==> src/rtl/strange_seq_pkg.sv <==
// Shared step-code constants and the saturating next-index function for strange_seq.
// next_idx is evaluated in 32-bit integer arithmetic and clamped to LAST before callers truncate it.
package strange_seq_pkg;

    typedef logic [1:0] step_t;

    localparam step_t STEP_HOLD  = 2'd0;
    localparam step_t STEP_INC   = 2'd1;
    localparam step_t STEP_ALIGN = 2'd2;
    localparam step_t STEP_JUMP  = 2'd3;

    function automatic int next_idx(
        input int    idx,
        input step_t s,
        input int    nstates,
        input int    align,
        input int    jump
    );
        int last;
        int nxt;
        last = nstates - 1;
        case (s)
            STEP_INC:   nxt = idx + 1;
            // An already-aligned index still advances a full granule.
            STEP_ALIGN: nxt = ((idx / align) + 1) * align;
            STEP_JUMP:  nxt = idx + jump;
            default:    nxt = idx;
        endcase
        if (nxt > last) begin
            nxt = last;
        end
        return nxt;
    endfunction

endpackage

==> src/rtl/strange_seq_enc.sv <==
// Combinational idx -> state encoder; the one place the state encoding is chosen.
// ONEHOT=1 gives an NSTATES-wide one-hot vector, otherwise the binary index passes through.
module strange_seq_enc
    import strange_seq_pkg::*;
#(
    parameter int NSTATES = 4,
    parameter int ONEHOT  = 0,
    parameter int IW      = 2,
    parameter int SW      = 2
) (
    input  logic [IW-1:0] idx,
    output logic [SW-1:0] state
);

    generate
        if (ONEHOT != 0) begin : g_onehot
            always_comb begin
                state = '0;
                for (int i = 0; i < SW; i++) begin
                    state[i] = (idx == IW'(i));
                end
            end
        end else begin : g_binary
            assign state = SW'(idx);
        end
    endgenerate

endmodule

==> src/rtl/strange_seq.sv <==
// Parametrised step sequencer: walks idx from S0 to LAST, dwells DWELL cycles, wraps and pulses done.
// With default parameters it reproduces the fixed 4-state strange FSM cycle for cycle.
module strange_seq
    import strange_seq_pkg::*;
#(
    parameter int NSTATES = 4,
    parameter int ALIGN   = 2,
    parameter int JUMP    = 2,
    parameter int DWELL   = 1,
    parameter int ONEHOT  = 0,
    localparam int IW     = (NSTATES > 2) ? $clog2(NSTATES) : 1,
    localparam int SW     = (ONEHOT != 0) ? NSTATES : IW
) (
    input  logic          clk,
    input  logic          res_n,
    input  logic          clr,
    input  logic [1:0]    s,
    output logic [SW-1:0] state,
    output logic [IW-1:0] idx,
    output logic          at_last,
    output logic          done
);

    localparam int LAST = NSTATES - 1;
    localparam int CW   = (DWELL > 1) ? $clog2(DWELL + 1) : 1;

    generate
        if (NSTATES < 2) begin : g_bad_nstates
            $error("strange_seq: NSTATES must be at least 2");
        end
        if (ALIGN < 1) begin : g_bad_align
            $error("strange_seq: ALIGN must be at least 1");
        end
        if (JUMP < 1) begin : g_bad_jump
            $error("strange_seq: JUMP must be at least 1");
        end
        if (DWELL < 1) begin : g_bad_dwell
            $error("strange_seq: DWELL must be at least 1");
        end
        if (ONEHOT != 0 && ONEHOT != 1) begin : g_bad_onehot
            $error("strange_seq: ONEHOT must be 0 or 1");
        end
    endgenerate

    logic [IW-1:0] idx_q;
    logic [IW-1:0] idx_d;
    logic [CW-1:0] cnt_q;
    logic [CW-1:0] cnt_d;
    logic          done_q;
    logic          done_d;

    assign at_last = (idx_q == IW'(LAST));

    // cnt_q holds the number of dwell cycles already completed; the current one is cnt_q+1.
    always_comb begin
        idx_d  = idx_q;
        cnt_d  = cnt_q;
        done_d = 1'b0;
        if (clr) begin
            idx_d = '0;
            cnt_d = '0;
        end else if (at_last) begin
            if (cnt_q == CW'(DWELL - 1)) begin
                idx_d  = '0;
                cnt_d  = '0;
                done_d = 1'b1;
            end else begin
                cnt_d = cnt_q + CW'(1);
            end
        end else begin
            idx_d = IW'(next_idx(int'(idx_q), s, NSTATES, ALIGN, JUMP));
            cnt_d = '0;
        end
    end

    always_ff @(posedge clk or negedge res_n) begin
        if (!res_n) begin
            idx_q  <= '0;
            cnt_q  <= '0;
            done_q <= 1'b0;
        end else begin
            idx_q  <= idx_d;
            cnt_q  <= cnt_d;
            done_q <= done_d;
        end
    end

    assign idx  = idx_q;
    assign done = done_q;

    strange_seq_enc #(
        .NSTATES (NSTATES),
        .ONEHOT  (ONEHOT),
        .IW      (IW),
        .SW      (SW)
    ) u_enc (
        .idx   (idx_q),
        .state (state)
    );

endmodule

==> config.mk <==
export PLATFORM = sky130hd
export DESIGN_NAME = strange_seq
export DESIGN_NICKNAME = d
export VERILOG_FILES = /design/src/rtl/strange_seq_pkg.sv /design/src/rtl/strange_seq_enc.sv /design/src/rtl/strange_seq.sv
export SDC_FILE = /design/constraint.sdc
export NUM_CORES = 1
export LEC_CHECK = 0
export ABC_AREA = 1
export CAP_MARGIN = 40
export CORE_AREA = 2 2 39 41
export DETAILED_ROUTE_END_ITERATION = 7
export DIE_AREA = 0 0 41 43
export DONT_BUFFER_PORTS = 1
export GPL_ROUTABILITY_DRIVEN = 0
export SLEW_MARGIN = 20
export SYNTH_ARGS = -nofsm -noshare
export SYNTH_HDL_FRONTEND = slang
export SYNTH_SLANG_ARGS = --single-unit
==> constraint.sdc <==
create_clock -name clk -period 1 [get_ports clk]
set_input_delay 0.2 -clock clk [delete_from_list [all_inputs] [get_ports clk]]
set_output_delay 0.2 -clock clk [all_outputs]
set_load 0.03 [all_outputs]
Word-level counts from Yosys, hierarchy flattened. Cells that the tools add are included.

Input port bits: 5. ROM bits: 0. Flip-flop bits (word level): 4. Logic and storage cells: 26. Memories: 0. Memory bits (writable): 0. Latch bits: 0. Output and inout port bits: 6.

Shift operators: 0. $add $sub $neg: 4. Div/mod/pow operators: 0. Equal/unequal tests: 5. Reductions and logical operators: 0. Bitwise gates (word level): 0. Multiplexer cells: 13. Multipliers: 0. Order comparisons: 1.

Operators with widths (number): 32-bit two-way mux (2); 32-bit by 3-bit greater-than comparator with 1-bit output, second input constant (1); 3-bit one-hot mux with 3 select lines (1); 2-bit two-way mux (4); 2-bit == test, second input constant (3); 1-bit two-way mux (6); 2-bit by 1-bit adder with 3-bit output, second input constant (1); 2-bit by 2-bit adder with 3-bit output, second input constant (1); 3-bit inequality test, second input constant (1); 1-bit by 1-bit adder with 2-bit output, second input constant (1); 2-bit by 1-bit == test with 1-bit output, second input constant (1); 1-bit adder, second input constant (1).

Logic depth before layout (Yosys ltp).
Word-level depth: 8. Depth in mapped cells: 6.

Cells and area by module. Synthesis repeated with hierarchy kept, for this count alone.

Cells, all modules: 28. Area total of the unflattened synthesis: 202.7 µm².

By module, submodules not included: strange_seq (instances 1, area each 187.7 µm², seq. area each 75.1 µm², cells each 26); strange_seq_enc (instances 1, area each 15.0 µm², seq. area each 0.0 µm², cells each 2).

Worst setup path after synthesis. No wires, ideal clock.

Kind: register -> register. From: register idx_q[1], in the netlist idx[1]. To: register idx_q[0], in the netlist idx[0]. Path slack: -366 ps. Arrival time: 1295 ps. Data required time: 929 ps. Cell stages (with the launch flop): 6. Path buffers: 0. Cell sequence: dfrtp_1 ha_1 nand3_2 nand3_2 nor2_1 nor2_1.

Elaborated cells on any way between the ends: 12. Classes of those cells: add/sub: 3; order compare: 1; eq/ne: 2; mux: 6.

RTL lines: from (decl) (line strange_seq.sv:45) `logic [IW-1:0] idx_q;`; from (signal assigned) (line strange_seq.sv:82) `idx_q <= idx_d;`; 2-bit == test (line strange_seq.sv:52) `assign at_last = (idx_q == IW'(LAST));`; via at_last (line strange_seq.sv:20) `output logic at_last,`; 2-bit two-way mux (line strange_seq.sv:62) `end else if (at_last) begin`; 2-bit two-way mux (line strange_seq.sv:59) `if (clr) begin`; via idx_d[0] (line strange_seq.sv:46) `logic [IW-1:0] idx_d;`.

The timed path passes the listed nets, and every way through them passes these cells. The select of a mux whose other input is x is not followed. A chain may end at the register's enable or synchronous reset.

Final worst setup path.
From: register idx_q[1], in the netlist idx[1]. To: output at_last.

Cells in the longest elaborated chain, start to end: 1.

Ends and longest elaborated chain (line): 2-bit == test (strange_seq.sv:52); to (decl) (strange_seq.sv:20).

Every way passes these cells.

==> impl_metrics.ini <==
[run_status]
run_status = complete, but fails checks
failing_checks = setup timing

[timing]
worstMarginPinSlew_ps = 276
setup-tns-final_ps = -845
final_worst_path_period_need_ps = 1160
post-route-period-util_pct = 116
max-slew-margin-rel_pct = 81.6
max_clock_freq_mhz = 863
slew_violations = 0
finClkSkew_ps = 4.00
timing.final.setup_violations = 7
grt_setup_unrepaired = true
number_of_hold_violations_in_the_final_report = 0
worst_setup_margin_ps = -159
hold_ws_ps = 23.0

[critical_path]
crit_path_start_kind = flop
reg2reg_end = idx[0]
data_required_time_of_the_worst_path_ps = 800
worstSetupPathType = reg -> out
crit_path_max_fanout = 2
arrival_ps = 960
worstSetupEndpointType = primary output
r2r_cells = 4
rr_startpoint = idx[1]
r2r_setup_slack_ps = -90

[floorplanning]
die_y_um = 43
num_rows = 14
fp.coreArea_um2 = 1380
fp.dieW_um = 41
floorplan.initialDensity_pct = 14.6
top_level_ports = 11
die_area_um2 = 1760

[final_layout]
layout_common_cells = sky130_fd_sc_hd__nor2_1, sky130_fd_sc_hd__inv_1, sky130_fd_sc_hd__nand2_1, sky130_fd_sc_hd__buf_6, sky130_fd_sc_hd__clkbuf_4
n_fill_cell = 151
layout-area-overhead-vs-synth_pct = 80.9
mostFrequentLayoutCell = sky130_fd_sc_hd__nor2_1
layout-drive-gt1-share_pct = 47.4
fin_nets = 45
postLayoutCellArea_um2 = 367
diodes = 0

[global_routing]
vias_in_the_first_global_route = 198
wire_length_of_the_first_global_routing_pass_um = 786
grtUsageTotal_pct = 7.44
number_of_antenna_violations_at_the_first_check_in_global_routing = 0
globalRouteMet2Util_pct = 9.06
globalRouteMet1Util_pct = 7.77
grt_overflow = 0
groute.layer.met3.usage_pct = 6.28
top_usage_layer = met2
grt_max_degree = 7

[clock_tree]
worst_setup_hold_path_clk_slew_ps = 40
htree_num_levels = 1
clockBufferDepth = 2
cts_made_buffers = 3
insertion_delay_ps = 240
cts.sinks = 3
cts_tree = done
clock-root-buffer = sky130_fd_sc_hd__clkbuf_4

[yosys]
netlist_instances = 28
synth.yosys.seq_area_share_pct = 37.0
post_synth.cell_area_avg_um2 = 7.24
synth_nets = 34
synth_seq_cells = 3
syn_area_um2 = 203
netlist-cell-type-count = 9
synth_warnings = 0

[placement]
dpl_cell_area_um2 = 260
estimated_wirelength_of_the_detail_placed_design_um = 336
buffer_ports.inserted = 0

[routing]
wl_per_cell_um = 8.52
vias = 205
ant_nets = 0
drtPass1Iterations = 2
drt-initial-drc-count = 2
postRouteWirelength_um = 460
post_drt_via_cell_ratio = 3.80
drcViolationCount = 0

[power]
design_power_total_uw = 563
powerDensity_nw_per_um2 = 1540
irDropWorstVdd_mv = 0.630
power_leakage_uw = 0.000172

[min_path]
worst_hold_path.num_cells = 1
worstHoldEndpoint = done
worstHoldStart = clr
hold_path.class = in -> reg

[job]
drv_cap = 0
==> cell type report <==
cell class	instances	area, µm²	area share (%)
timing repair buffer	8	103	28.0
tap	16	20.0	5.46
sequential	3	77.6	21.2
multi-input combinational	19	125	34.1
inverter	4	15.0	4.10
clock buffer	4	26.3	7.17
==> synthesized netlist by cell type (all sizes together) <==
| master | count | area share [%] |
|---|---|---|
| nor2 | 7 | 13 |
| nand2 | 6 | 11 |
| inv | 4 | 7.4 |
| nand3 | 4 | 15 |
| dfrtp | 3 | 37 |
| buf | 2 | 7.4 |
| ha | 1 | 6.2 |
| or2 | 1 | 3.1 |
==> worst max-delay path: stages (launching register included) <==
cell and delay, ps:
sky130_fd_sc_hd__dfrtp_2 420, sky130_fd_sc_hd__ha_4 170, sky130_fd_sc_hd__buf_6 130
==> metal layers <==
| layer | up-vias | part of all wire (%) |
|---|---|---|
| met4 | 0 | 3.0 |
| met5 | - | 0 |
| met1 | 89 | 39 |
| met3 | 2 | 9.8 |
| li1 | 104 | - |
| met2 | 10 | 48 |
==> flip-flops by register name (all words and copies together) (netlist names) <==
register and count:
idx 2, done 1
==> report_power, final <==
part,switching (µW),internal (µW),total (µW)
logic,96.6,95.8,192
clock network,73.0,150,223
registers,13.7,134,148
total,183,380,563
==> logic make-up after synthesis <==
logic type | Yosys count | synth area share [%]
AND/OR/NAND/NOR | 18 | 42.0
buffers and inverters | 6 | 14.8
flip-flops | 3 | 37.0
adder cells (fa/ha/maj) | 1 | 6.17
==> per-stage QoR <==
stage                     setup WS [ps]  utilization, %  instances
after floorplan                    -103               -         28
after global placement            -21.6            18.8         47
after detailed placement          -21.6            18.8         47
after CTS                          -165            24.5         54
after global routing               -190            26.5         54
final                              -159            26.5         54
==> worst max-delay path by stage <==
stage                 from        to  slack, ps  cells after the start
detailed placement  idx[1]    idx[1]        -20                      5
global route        idx[1]   at_last       -190                      2
global placement    idx[1]    idx[1]        -20                      5
CTS                 idx[0]  state[0]       -170                      2
floorplan           idx[1]    idx[0]       -100                      5
finish              idx[1]   at_last       -160                      2
==> repair_timing <==
item / 4_1_cts / 5_1_grt
endpoints found under the setup margin: 6 / 7
hold endpoints to repair: 3 / 0
resized for setup: 7 / 7
setup buffers: 2 / 0
hold buffers: 1 / 0
pin swaps: 1 / 4
(Power assumes the default switching activity.)
